==> src/rtl/pepe8_pc_pkg.sv <==
// Shared definitions for the PEPE-8 program counter: SEL_PC opcodes, state encoding and
// default address width.
package pepe8_pc_pkg;

    localparam int unsigned ADDR_W_PADRAO = 8;

    localparam logic [2:0] OP_INC       = 3'b000;
    localparam logic [2:0] OP_JMP       = 3'b001;
    localparam logic [2:0] OP_JMP_SE    = 3'b010;
    localparam logic [2:0] OP_JMP_SENAO = 3'b011;
    localparam logic [2:0] OP_CALL      = 3'b100;
    localparam logic [2:0] OP_RET       = 3'b101;
    localparam logic [2:0] OP_HALT      = 3'b110;
    localparam logic [2:0] OP_NOP       = 3'b111;

    typedef enum logic [1:0] {
        ST_RUN  = 2'd0,
        ST_HALT = 2'd1,
        ST_ERRO = 2'd2
    } estado_t;

endpackage

==> src/rtl/pilha_retorno.sv <==
// Return-address LIFO: push/pop with full/empty flags and a read port on the top entry.
// Overflow/underflow policy is left to the parent.
module pilha_retorno #(
    parameter int unsigned DEPTH = 4,
    parameter int unsigned W     = 8
) (
    input  logic         clk,
    input  logic         rst_n,
    input  logic         push,
    input  logic         pop,
    input  logic [W-1:0] din,
    output logic [W-1:0] dout,
    output logic         full,
    output logic         empty
);

    localparam int unsigned SW = $clog2(DEPTH + 1);
    localparam int unsigned IW = (DEPTH > 1) ? $clog2(DEPTH) : 1;

    logic [W-1:0]  mem [DEPTH];
    logic [SW-1:0] sp_q, sp_d;
    logic [SW-1:0] sp_menos_1;

    assign full       = (sp_q == SW'(DEPTH));
    assign empty      = (sp_q == '0);
    assign sp_menos_1 = sp_q - SW'(1);
    assign dout       = empty ? '0 : mem[IW'(sp_menos_1)];

    always_comb begin
        sp_d = sp_q;
        if (push && !full) begin
            sp_d = sp_q + SW'(1);
        end else if (pop && !empty) begin
            sp_d = sp_menos_1;
        end
    end

    always_ff @(posedge clk or negedge rst_n) begin
        if (!rst_n) begin
            sp_q <= '0;
        end else begin
            sp_q <= sp_d;
        end
    end

    // Contents need no reset: only entries below SP are ever read.
    always_ff @(posedge clk) begin
        if (push && !full) begin
            mem[IW'(sp_q)] <= din;
        end
    end

endmodule

==> src/rtl/contador_de_programa.sv <==
// PEPE-8 program counter / next-address unit with call/return stack and halt/resume.
// Optional jump counter output N_SALTOS enabled by defining PC_CONTA_SALTOS_EN.
module contador_de_programa
    import pepe8_pc_pkg::*;
#(
    parameter int unsigned          ADDR_W      = ADDR_W_PADRAO,
    parameter logic [ADDR_W-1:0]    RESET_ADDR  = '0,
    parameter int unsigned          STACK_DEPTH = 4
) (
    input  logic              clk,
    input  logic              rst_n,
    input  logic              EN,
    input  logic [2:0]        SEL_PC,
    input  logic              S_FLAG,
    input  logic [ADDR_W-1:0] CONST,
    input  logic              RETOMAR,
    output logic [ADDR_W-1:0] PC,
    output logic              SALTO,
    output logic              HALTED,
    output logic              ERRO_PILHA
`ifdef PC_CONTA_SALTOS_EN
    ,
    output logic [7:0]        N_SALTOS
`endif
);

    estado_t           estado_q, estado_d;
    logic [ADDR_W-1:0] pc_q, pc_d, pc_inc;
    logic              salto_q, salto_d;
    logic              push, pop;
    logic [ADDR_W-1:0] topo;
    logic              cheia, vazia;

    assign pc_inc = pc_q + {{(ADDR_W-1){1'b0}}, 1'b1};

    pilha_retorno #(
        .DEPTH (STACK_DEPTH),
        .W     (ADDR_W)
    ) u_pilha (
        .clk   (clk),
        .rst_n (rst_n),
        .push  (push),
        .pop   (pop),
        .din   (pc_inc),
        .dout  (topo),
        .full  (cheia),
        .empty (vazia)
    );

    always_comb begin
        estado_d = estado_q;
        pc_d     = pc_q;
        salto_d  = 1'b0;
        push     = 1'b0;
        pop      = 1'b0;
        if (EN) begin
            unique case (estado_q)
                ST_RUN: begin
                    unique case (SEL_PC)
                        OP_INC: pc_d = pc_inc;
                        OP_JMP: begin
                            pc_d    = CONST;
                            salto_d = 1'b1;
                        end
                        OP_JMP_SE, OP_JMP_SENAO: begin
                            // SEL_PC[0] selects which flag polarity takes the jump
                            if (S_FLAG != SEL_PC[0]) begin
                                pc_d    = CONST;
                                salto_d = 1'b1;
                            end else begin
                                pc_d = pc_inc;
                            end
                        end
                        OP_CALL: begin
                            if (cheia) begin
                                estado_d = ST_ERRO;
                            end else begin
                                push    = 1'b1;
                                pc_d    = CONST;
                                salto_d = 1'b1;
                            end
                        end
                        OP_RET: begin
                            if (vazia) begin
                                estado_d = ST_ERRO;
                            end else begin
                                pop     = 1'b1;
                                pc_d    = topo;
                                salto_d = 1'b1;
                            end
                        end
                        OP_HALT: estado_d = ST_HALT;
                        default: ;
                    endcase
                end
                ST_HALT: begin
                    if (RETOMAR) begin
                        estado_d = ST_RUN;
                        pc_d     = pc_inc;
                    end
                end
                default: ;
            endcase
        end
    end

    always_ff @(posedge clk or negedge rst_n) begin
        if (!rst_n) begin
            estado_q <= ST_RUN;
            pc_q     <= RESET_ADDR;
            salto_q  <= 1'b0;
        end else begin
            estado_q <= estado_d;
            pc_q     <= pc_d;
            salto_q  <= salto_d;
        end
    end

    assign PC         = pc_q;
    assign SALTO      = salto_q;
    assign HALTED     = (estado_q == ST_HALT);
    assign ERRO_PILHA = (estado_q == ST_ERRO);

`ifdef PC_CONTA_SALTOS_EN
    logic [7:0] n_saltos_q;

    always_ff @(posedge clk or negedge rst_n) begin
        if (!rst_n) begin
            n_saltos_q <= '0;
        end else if (salto_d && (n_saltos_q != 8'hFF)) begin
            n_saltos_q <= n_saltos_q + 8'd1;
        end
    end

    assign N_SALTOS = n_saltos_q;
`endif

endmodule

==> config.mk <==
export PLATFORM = sky130hd
export DESIGN_NAME = contador_de_programa
export DESIGN_NICKNAME = d
export VERILOG_FILES = /design/src/rtl/pepe8_pc_pkg.sv /design/src/rtl/pilha_retorno.sv /design/src/rtl/contador_de_programa.sv
export SDC_FILE = /design/constraint.sdc
export NUM_CORES = 1
export LEC_CHECK = 0
export ABC_AREA = 1
export CORE_MARGIN = 4
export CORE_UTILIZATION = 50
export CTS_CLUSTER_DIAMETER = 50
export DETAILED_ROUTE_END_ITERATION = 10
export GPL_ROUTABILITY_DRIVEN = 0
export PLACE_DENSITY = 0.75
export REMOVE_ABC_BUFFERS = 1
export SLEW_MARGIN = 20
export SYNTH_ARGS = -nofsm -noshare
export SYNTH_HDL_FRONTEND = slang
export SYNTH_SLANG_ARGS = --single-unit
==> constraint.sdc <==
create_clock -name clk -period 2.35 [get_ports clk]
set_input_delay 0.47 -clock clk [delete_from_list [all_inputs] [get_ports clk]]
set_output_delay 0.47 -clock clk [all_outputs]
set_load 0.02 [all_outputs]
=== Yosys cells after proc, flatten, opt, wreduce, memory -nomap -nowiden ===
Memories as Yosys holds them, arrays and structs flattened.
Cells that the tools add are included.

* Output and inout bits: 11
* Input bits: 16
* Flip-flop bits (word level): 14
* Memories: 1
* RAM bits: 32
* Logic and storage cells: 64

{| class="wikitable"
|+ Memory list
! name !! words !! width !! rd ports !! clocked after Yosys merged registers in !! write ports !! RTL line !! text
|-
| u_pilha.mem || 4 || 8 || 1 || 0 || 1 || pilha_retorno.sv:20 || <nowiki>logic [W-1:0] mem [DEPTH];</nowiki>
|}

* Equal/unequal tests: 17
* Reduce and logical (&&, ||, !) cells: 12
* Add/sub/neg operators: 3
* Muxes and demuxes: 27

{| class="wikitable"
|+ Operators by type and width
! cell !! number
|-
| $pmux W8 S5 || 1
|-
| $mux W8 || 4
|-
| $pmux W8 S2 || 1
|-
| $mux W1 || 13
|-
| $eq A3 B3 Y1 const B || 4
|-
| $reduce_and A6 Y1 || 2
|-
| $add A8 B1 Y8 const B || 1
|-
| $eq A3 B2 Y1 const B || 2
|-
| $logic_not A3 Y1 || 2
|-
| $mux W2 || 3
|-
| $mux W3 || 2
|-
| $ne A3 B2 Y1 const B || 2
|-
| $ne A3 B3 Y1 const B || 2
|-
| $ne A6 B2 Y1 const B || 1
|-
| $pmux W2 S3 || 1
|-
| $ne A4 B2 Y1 const B || 1
|-
| $pmux W1 S4 || 1
|-
| $pmux W2 S2 || 1
|-
| $reduce_bool A2 Y1 || 2
|-
| $add A3 B1 Y3 const B || 1
|-
| $eq A3 B1 Y1 const B || 1
|-
| $sub A3 B1 Y3 const B || 1
|-
| $eq A2 B1 Y1 const B || 1
|-
| $eq A2 B2 Y1 const B || 1
|-
| other kinds (6) || 8
|}

=== Depth between registers and ports, before layout ===
Gate-level depths: netlist (run 1).

* Depth in word-level cells: 8
* Gate-level depth with buffers: 13
* Mapped depth without buffers: 11

=== Modules after synthesis ===
Synthesis (run 1) repeated with hierarchy kept, for this count alone.

* Cell total of the unflattened synthesis: 352
* Area total of the unflattened synthesis: 2740.1 µm²

{| class="wikitable"
|+ Modules (own cells, without submodules)
! module !! sequential area each (µm²) !! area an instance (µm²) !! times used !! cells each
|-
| pilha_retorno || 1036.0 || 1677.9 || 1 || 168
|-
| contador_de_programa || 275.3 || 1062.3 || 1 || 184
|}

=== Worst setup path before layout (run 1) ===
No wires, ideal clock.

* Path type: reg-to-reg
* Start point: register u_pilha.sp_q[0]
* End point: memory u_pilha.mem[1][0] (enable)
* Path slack: 0.210 ns
* Library setup time: 0.371 ns
* Arrival: 1.769 ns
* Buffers on the path: 2
* Period minus slack after synthesis: 2.140 ns
* Data required time: 1.979 ns
* Cell stages (with the launch flop): 10
* Cell sequence: dfrtp_1 buf_2 inv_2 buf_2 ha_1 nand2_1 nand3_1 nor2_1 inv_1 nor2_1

* Longest elaborated chain between the ends: 8
* Elaborated cells on any way between the ends: 9
* Those cells by class: 1 x eq/ne; 6 x mux; 2 x reduce/logical

{| class="wikitable"
|+ RTL lines
! item !! RTL line !! text
|-
| start, declared || pilha_retorno.sv:21 || <nowiki>logic [SW-1:0] sp_q, sp_d;</nowiki>
|-
| start signal, assigned || pilha_retorno.sv:42 || <nowiki>sp_q <= sp_d;</nowiki>
|-
| $eq A3 B3 Y1 || pilha_retorno.sv:24 || <nowiki>assign full = (sp_q == SW'(DEPTH));</nowiki>
|-
| $mux W1 || contador_de_programa.sv:75 || <nowiki>if (cheia) begin</nowiki>
|-
| $mux W1 || contador_de_programa.sv:59 || <nowiki>unique case (SEL_PC)</nowiki>
|-
| $mux W1 || contador_de_programa.sv:57 || <nowiki>unique case (estado_q)</nowiki>
|-
| $mux W1 || contador_de_programa.sv:56 || <nowiki>if (EN) begin</nowiki>
|-
| $logic_and A1 B1 Y1 || pilha_retorno.sv:48 || <nowiki>if (push && !full) begin</nowiki>
|-
| $mux W1 || pilha_retorno.sv:48 ||
|-
| $mux W1 (implied by the code) || pilha_retorno.sv:49 || <nowiki>mem[IW'(sp_q)] <= din;</nowiki>
|-
| end, declared || pilha_retorno.sv:20 ||
|}

Parallel ways exist; a longest one is shown, timed or not.

=== Worst setup path in the final report (run 1) ===
* Start point: register estado_q[1]
* End point: output port HALTED

* Longest elaborated chain between the ends: 1

{| class="wikitable"
|+ RTL lines
! item !! RTL line !! text
|-
| start, declared || contador_de_programa.sv:27 || <nowiki>estado_t estado_q, estado_d;</nowiki>
|-
| start signal, assigned || contador_de_programa.sv:113 || <nowiki>estado_q <= estado_d;</nowiki>
|-
| $eq A2 B1 Y1 || contador_de_programa.sv:121 || <nowiki>assign HALTED = (estado_q == ST_HALT);</nowiki>
|-
| end, declared || contador_de_programa.sv:19 || <nowiki>output logic HALTED,</nowiki>
|}

No other way between the ends.

==> run_results.csv, run 1 <==
group,metric,value,unit
global_routing,grtUsageTotal,18.6,%
layout,drive_above_1_share,7.18,%
drt,vias,2131,
drt,drtPass1Iterations,4,
logic_synthesis,synth_seq_cells,46,
critical_path,cp.required,1.88,ns
run_status,outcome,"completed",
critical_path,r2r_cells,10,
run,drv_cap,0,
clocking,hold_buffers,0,
drt,ant_nets,0,
pwr,power_frac_comb,7.4,%
min_path,hold_path_startpoint,"estado_q[1]",
logic_synthesis,yosysWarnings,0,
timing,post-route-period-util,88.0,%
pwr,pwr-share-seq,55.6,%
logic_synthesis,ys.flop_type,"edfxtp_1",
layout,areaGrowthSynthToFinish,19.1,%
placement,post-place-ws,0.188,ns
pwr,power,0.00154,W
timing,tightest_slew,0.693,ns
timing,setup_viol,0,
placement,postPlaceCellArea,0.00294,sq mm
die,dieWidth,79.6,um
clocking,cts.sinks,46,
logic_synthesis,async_flop_share,30.4,%
drt,drt_iter0_drc,132,
logic_synthesis,synthesis.area,0.00256,sq mm
logic_synthesis,synth_top_area_share,37.5,%
clocking,cts_setup_buffers,0,
clocking,insertion_delay,0.30,ns
pwr,p_per_area,505,mW/mm^2
clocking,cts_tree,"built",
pwr,leakage,1.46,nW
critical_path,path_class,"reg -> out",
min_path,hold-path-cell-count,2,
logic_synthesis,synth_area_leaders,"edfxtp_1, nand2_1, dfrtp_1, nor2_1, nand3_1",
critical_path,arrival,1.60,ns
die,ios,27,
timing,fin_ws,0.282,ns
logic_synthesis,avgSynthCellArea,7.91,sq um
placement,dp_hpwl,4110,um
layout,final_common_cell,"nand2_1",
pwr,internal_power,0.00122,W
clocking,htree_levels,2,
drt,drt-total-wl,5460,um
global_routing,grt_max_degree,20,
critical_path,critPathCaptureType,"output pin",
timing,period_minus_slack,2.07,ns
timing,slew_headroom,53.6,%
timing,max_freq,484,MHz
global_routing,grt_pass1_wl,9240,um
timing,finalHoldViolations,0,
timing,slew_violations,0,
min_path,hold_end,"estado_q[1]",
logic_synthesis,yosysTopAreaCell,"edfxtp_1",
critical_path,rr_endpoint,"PC[0]",
placement,numPortBuffers,26,
clocking,clk_pin_slew,0.08,ns
critical_path,worstPathMaxFanout,4,
clocking,cts_resized,0,
min_path,hold_class,"reg -> reg",
logic_synthesis,netlist_instances,324,
logic_synthesis,synth_cell_types,23,
layout,final_area,0.00305,sq mm
clocking,numCtsBuffers,5,
die,die-height,79.6,um
global_routing,grt_overflow_total,0,
critical_path,r2r-start,"u_pilha.sp_q[1]",
timing,clock_skew,0.00960,ns
global_routing,grt_pass1_vias,1980,
drt,drc,0,
pwr,p_sw_share,21.0,%
logic_synthesis,synth_edf_count,32,
logic_synthesis,seq_area_frac_synth,51.2,%
die,design.core.area,0.00485,sq mm
layout,fin_nets,383,
global_routing,antenna_found_initial,0,
pwr,clkPwrFrac,37.0,%
pwr,power_switching,0.000323,W
die,die-area,0.00633,sq mm
die,core.rowCount,25,
drt,avgRoutedWirePerCell,12.7,um
clocking,cts_buffer_depth,2,
layout,layout_common_cells,"nand2_1, nor2_1, inv_1",
critical_path,worstSetupStartpointType,"flip-flop",
die,initial_core_util,52.9,%
critical_path,rrSetupSlack,0.53,ns
layout,diodes,0,
pwr,worst_ir_drop_vdd,0.226,mV
timing,grt_setup_unrepaired,"no",
clocking,root_buffer,"clkbuf_8",
drt,via_per_inst,4.97,
timing,tns,0,ns
-- per-stage QoR --
stage	utilization [%]	instances	hold slack [ns]
after CTS	62.9	429	0.531
after global routing	62.9	429	0.561
final	62.9	429	0.535
after detailed placement	60.7	421	0.512
after floorplan	-	319	0.174
after global placement	60.7	421	0.516
-- layout make-up --
class	count	area, sq um
sequential	46	1310
timing repair buffer	35	328
multi-input combinational	233	1070
inverter	40	150
tap	67	83.8
clock inverter	3	40.0
clock buffer	5	68.8
fill	418	1800
-- synthesized netlist by cell type (2+ instances only) --
cell        n
nand2_1   112
inv_2       3
xor2_1      3
nand3_2     2
buf_2       4
nand3_1    31
nand2_2     2
nor2_1     45
inv_1      36
edfxtp_1   32
o21ai_0    19
nand3b_1    2
o21ai_1     2
a21oi_1     4
ha_1        6
dfrtp_1    14
-- worst max path at each step --
stage,startpoint,end,slack [ns],cells past startpoint
floorplan,u_pilha.sp_q[0],u_pilha.mem[2][0],0.13,7
global placement,SEL_PC[2],u_pilha.mem[0][7],0.24,8
detailed placement,SEL_PC[2],u_pilha.mem[2][5],0.19,8
CTS,estado_q[1],HALTED,0.27,4
global route,estado_q[1],HALTED,0.20,4
finish,estado_q[1],HALTED,0.28,4
-- cell families after synthesis --
| logic type | count (synthesis) | share of synthesized area (%) |
|---|---|---|
| AND/OR/NAND/NOR | 198 | 32.6 |
| flip-flops | 46 | 51.2 |
| buffers and inverters | 45 | 7.08 |
| AO/OA/AOI/OAI | 26 | 5.22 |
| adder cells (fa/ha/maj) | 6 | 2.93 |
| XOR/XNOR | 3 | 1.03 |
-- registers in the layout, summed over array words and instances (netlist names) --
name,count
estado_q,2
PC,8
SALTO,1
u_pilha.sp_q,3
u_pilha.mem,32
-- power by group through the flow --
stage | clock (W) | sequential (W) | combinational [W]
2_1_floorplan | 0 | 0.000876 | 0.0000625
3_3_place_gp | 0 | 0.000876 | 0.000112
3_5_place_dp | 0 | 0.000876 | 0.000114
4_1_cts | 0.000580 | 0.000858 | 0.000114
5_1_grt | 0.000603 | 0.000858 | 0.000128
6_report | 0.000571 | 0.000858 | 0.000114
-- layer usage --
metal,up-vias,part of all wire [%],track usage [%]
li1,1109,-,-
met1,967,49,26.4
met3,6,4.7,3.61
met5,-,0,0
met2,49,46,29.6
met4,0,0.62,4.12
-- critical path, stage by stage (launching register included) --
cell,delay [ns]
dfrtp_1,0.38
inv_1,0.10
nand2_1,0.12
inv_1,0.10
clkdlybuf4s50_1,0.60
(Power assumes the default switching activity.)
==> run 2, diff against run 1 <==
CORE_UTILIZATION = 55   (was 50)
CTS_BUF_LIST = sky130_fd_sc_hd__clkbuf_16   (was not set)
PLACE_DENSITY = 0.81   (was 0.75)
==> run 2 against run 1 <==
Net effect: setup slack got worse by 0.0084 ns; final cell count decreased by 3.3%; power increased by 6.9%; sequential share of layout area decreased by 0.31 points; worst hold slack improved by 0.0018 ns; global-route usage increased by 3.6 points; critical path type unchanged.
==> run_results.csv, run 2 (same netlist as run 1, synthesis figures left out) <==
group,metric,value,unit
clocking,cts_resized,0,
pwr,worst_ir_drop_vdd,0.313,mV
critical_path,worstSetupStartpointType,"flip-flop",
pwr,clkPwrFrac,40.8,%
critical_path,worstPathMaxFanout,4,
pwr,p_per_area,536,mW/mm^2
timing,max_freq,482,MHz
pwr,power,0.00165,W
min_path,hold_class,"reg -> reg",
layout,largest_register_ffs,32,
timing,post-route-period-util,88.3,%
layout,fillers,357,
layout,seq_area,0.00131,sq mm
drt,drc,0,
clocking,cts_setup_buffers,0,
drt,vias,2161,
run,drv_cap,0,
global_routing,grt_overflow_total,0,
pwr,internal_power,0.00130,W
pwr,power_switching,0.000350,W
run_status,outcome,"completed",
global_routing,antenna_found_initial,0,
clocking,cts_buffer_depth,2,
drt,ant_nets,0,
timing,period_minus_slack,2.08,ns
clocking,htree_levels,2,
layout,areaGrowthSynthToFinish,20.0,%
pwr,power_frac_comb,7.1,%
critical_path,path_class,"reg -> out",
layout,multi_input_area,0.00107,sq mm
layout,diodes,0,
layout,post-route-util,69.2,%
die,core.rowCount,24,
layout,drive_above_1_share,7.16,%
die,die-area,0.00581,sq mm
drt,avgRoutedWirePerCell,14.4,um
clocking,cts.sinks,46,
drt,drt_iter0_drc,238,
timing,clock_skew,0.00404,ns
global_routing,grt_max_degree,20,
critical_path,arrival,1.61,ns
pwr,pwr-share-seq,52.1,%
clocking,cts_tree,"built",
die,design.core.area,0.00444,sq mm
timing,tns,0,ns
global_routing,grt_pass1_wl,10400,um
timing,slew_headroom,52.6,%
clocking,clk_pin_slew,0.06,ns
die,initial_core_util,57.7,%
layout,top_register,"u_pilha.mem",
global_routing,grtUsageTotal,22.2,%
die,dieWidth,76.3,um
timing,grt_setup_unrepaired,"no",
critical_path,critPathCaptureType,"output pin",
die,ios,27,
timing,setup_viol,0,
placement,dp_hpwl,4470,um
layout,fin_nets,384,
clocking,insertion_delay,0.28,ns
drt,via_per_inst,5.21,
pwr,p_sw_share,21.2,%
clocking,numCtsBuffers,5,
drt,drt-total-wl,5960,um
drt,drtPass1Iterations,4,
clocking,root_buffer,"clkbuf_16",
layout,layout_common_cells,"nand2_1, nor2_1, inv_1",
critical_path,cp.required,1.88,ns
global_routing,grt_pass1_vias,2165,
pwr,leakage,1.48,nW
clocking,hold_buffers,0,
layout,final_common_cell,"nand2_1",
timing,slew_violations,0,
timing,finalHoldViolations,0,
placement,numPortBuffers,26,
die,die-height,76.3,um
timing,tightest_slew,0.709,ns
## run 2: final cells by class
type | instances | area share (%)
clock buffers | 5 | 4.07
clock inverters | 3 | 0.570
inverters | 40 | 4.88
multi-input cells | 233 | 34.8
flip-flops and latches | 46 | 42.7
well taps | 52 | 2.12
repair buffers | 36 | 10.9
## run 2: through the flow
step | hold WS (ns) | setup WS [ns] | std cells | area, sq um
2_1_floorplan | 0.174 | 0.134 | 319 | 2530
3_3_place_gp | 0.519 | 0.223 | 407 | 2930
3_5_place_dp | 0.523 | 0.159 | 407 | 2930
4_1_cts | 0.539 | 0.276 | 415 | 3070
5_1_grt | 0.582 | 0.197 | 415 | 3070
6_report | 0.536 | 0.274 | 415 | 3070
## run 2: metal layers
| layer | GRT usage [%] | vias to the layer above | routed length, um |
|---|---|---|---|
| li1 | - | 1112 | - |
| met1 | 29.9 | 957 | 2590 |
| met2 | 37.4 | 84 | 2820 |
| met5 | 0 | - | 0 |
| met4 | 4.89 | 0 | 73 |
| met3 | 4.26 | 8 | 474 |
## run 2: power by group through the flow
stage | sequential, W | clock [W] | combinational [W]
2_1_floorplan | 0.000876 | 0 | 0.0000625
3_3_place_gp | 0.000876 | 0 | 0.000115
3_5_place_dp | 0.000876 | 0 | 0.000117
4_1_cts | 0.000859 | 0.000685 | 0.000117
5_1_grt | 0.000858 | 0.000724 | 0.000131
6_report | 0.000859 | 0.000673 | 0.000116
## run 2: critical path: stages (launching register included)
cell and delay [ns]:
dfrtp_1 0.38, inv_1 0.11, nand2_1 0.13, inv_1 0.10, clkdlybuf4s50_1 0.60
## run 2: worst paths after layout
check,from,endpoint,slack [ns],cells after the start
setup reg to reg,u_pilha.sp_q[1],PC[0],0.48,10
setup / recovery,estado_q[1],HALTED,0.27,4
max in group asynchronous,rst_n,PC[4],1.29,1
min in group asynchronous,rst_n,SALTO,0.61,1
hold / removal,PC[7],PC[7],0.54,2
hold reg to reg,PC[7],PC[7],0.54,2
==> run 3, diff against run 2 <==
SLEW_MARGIN = not set   (was 20)
==> results of run 3 <==
Same layout as run 2: the final DEF is identical, and so are final timing and power.
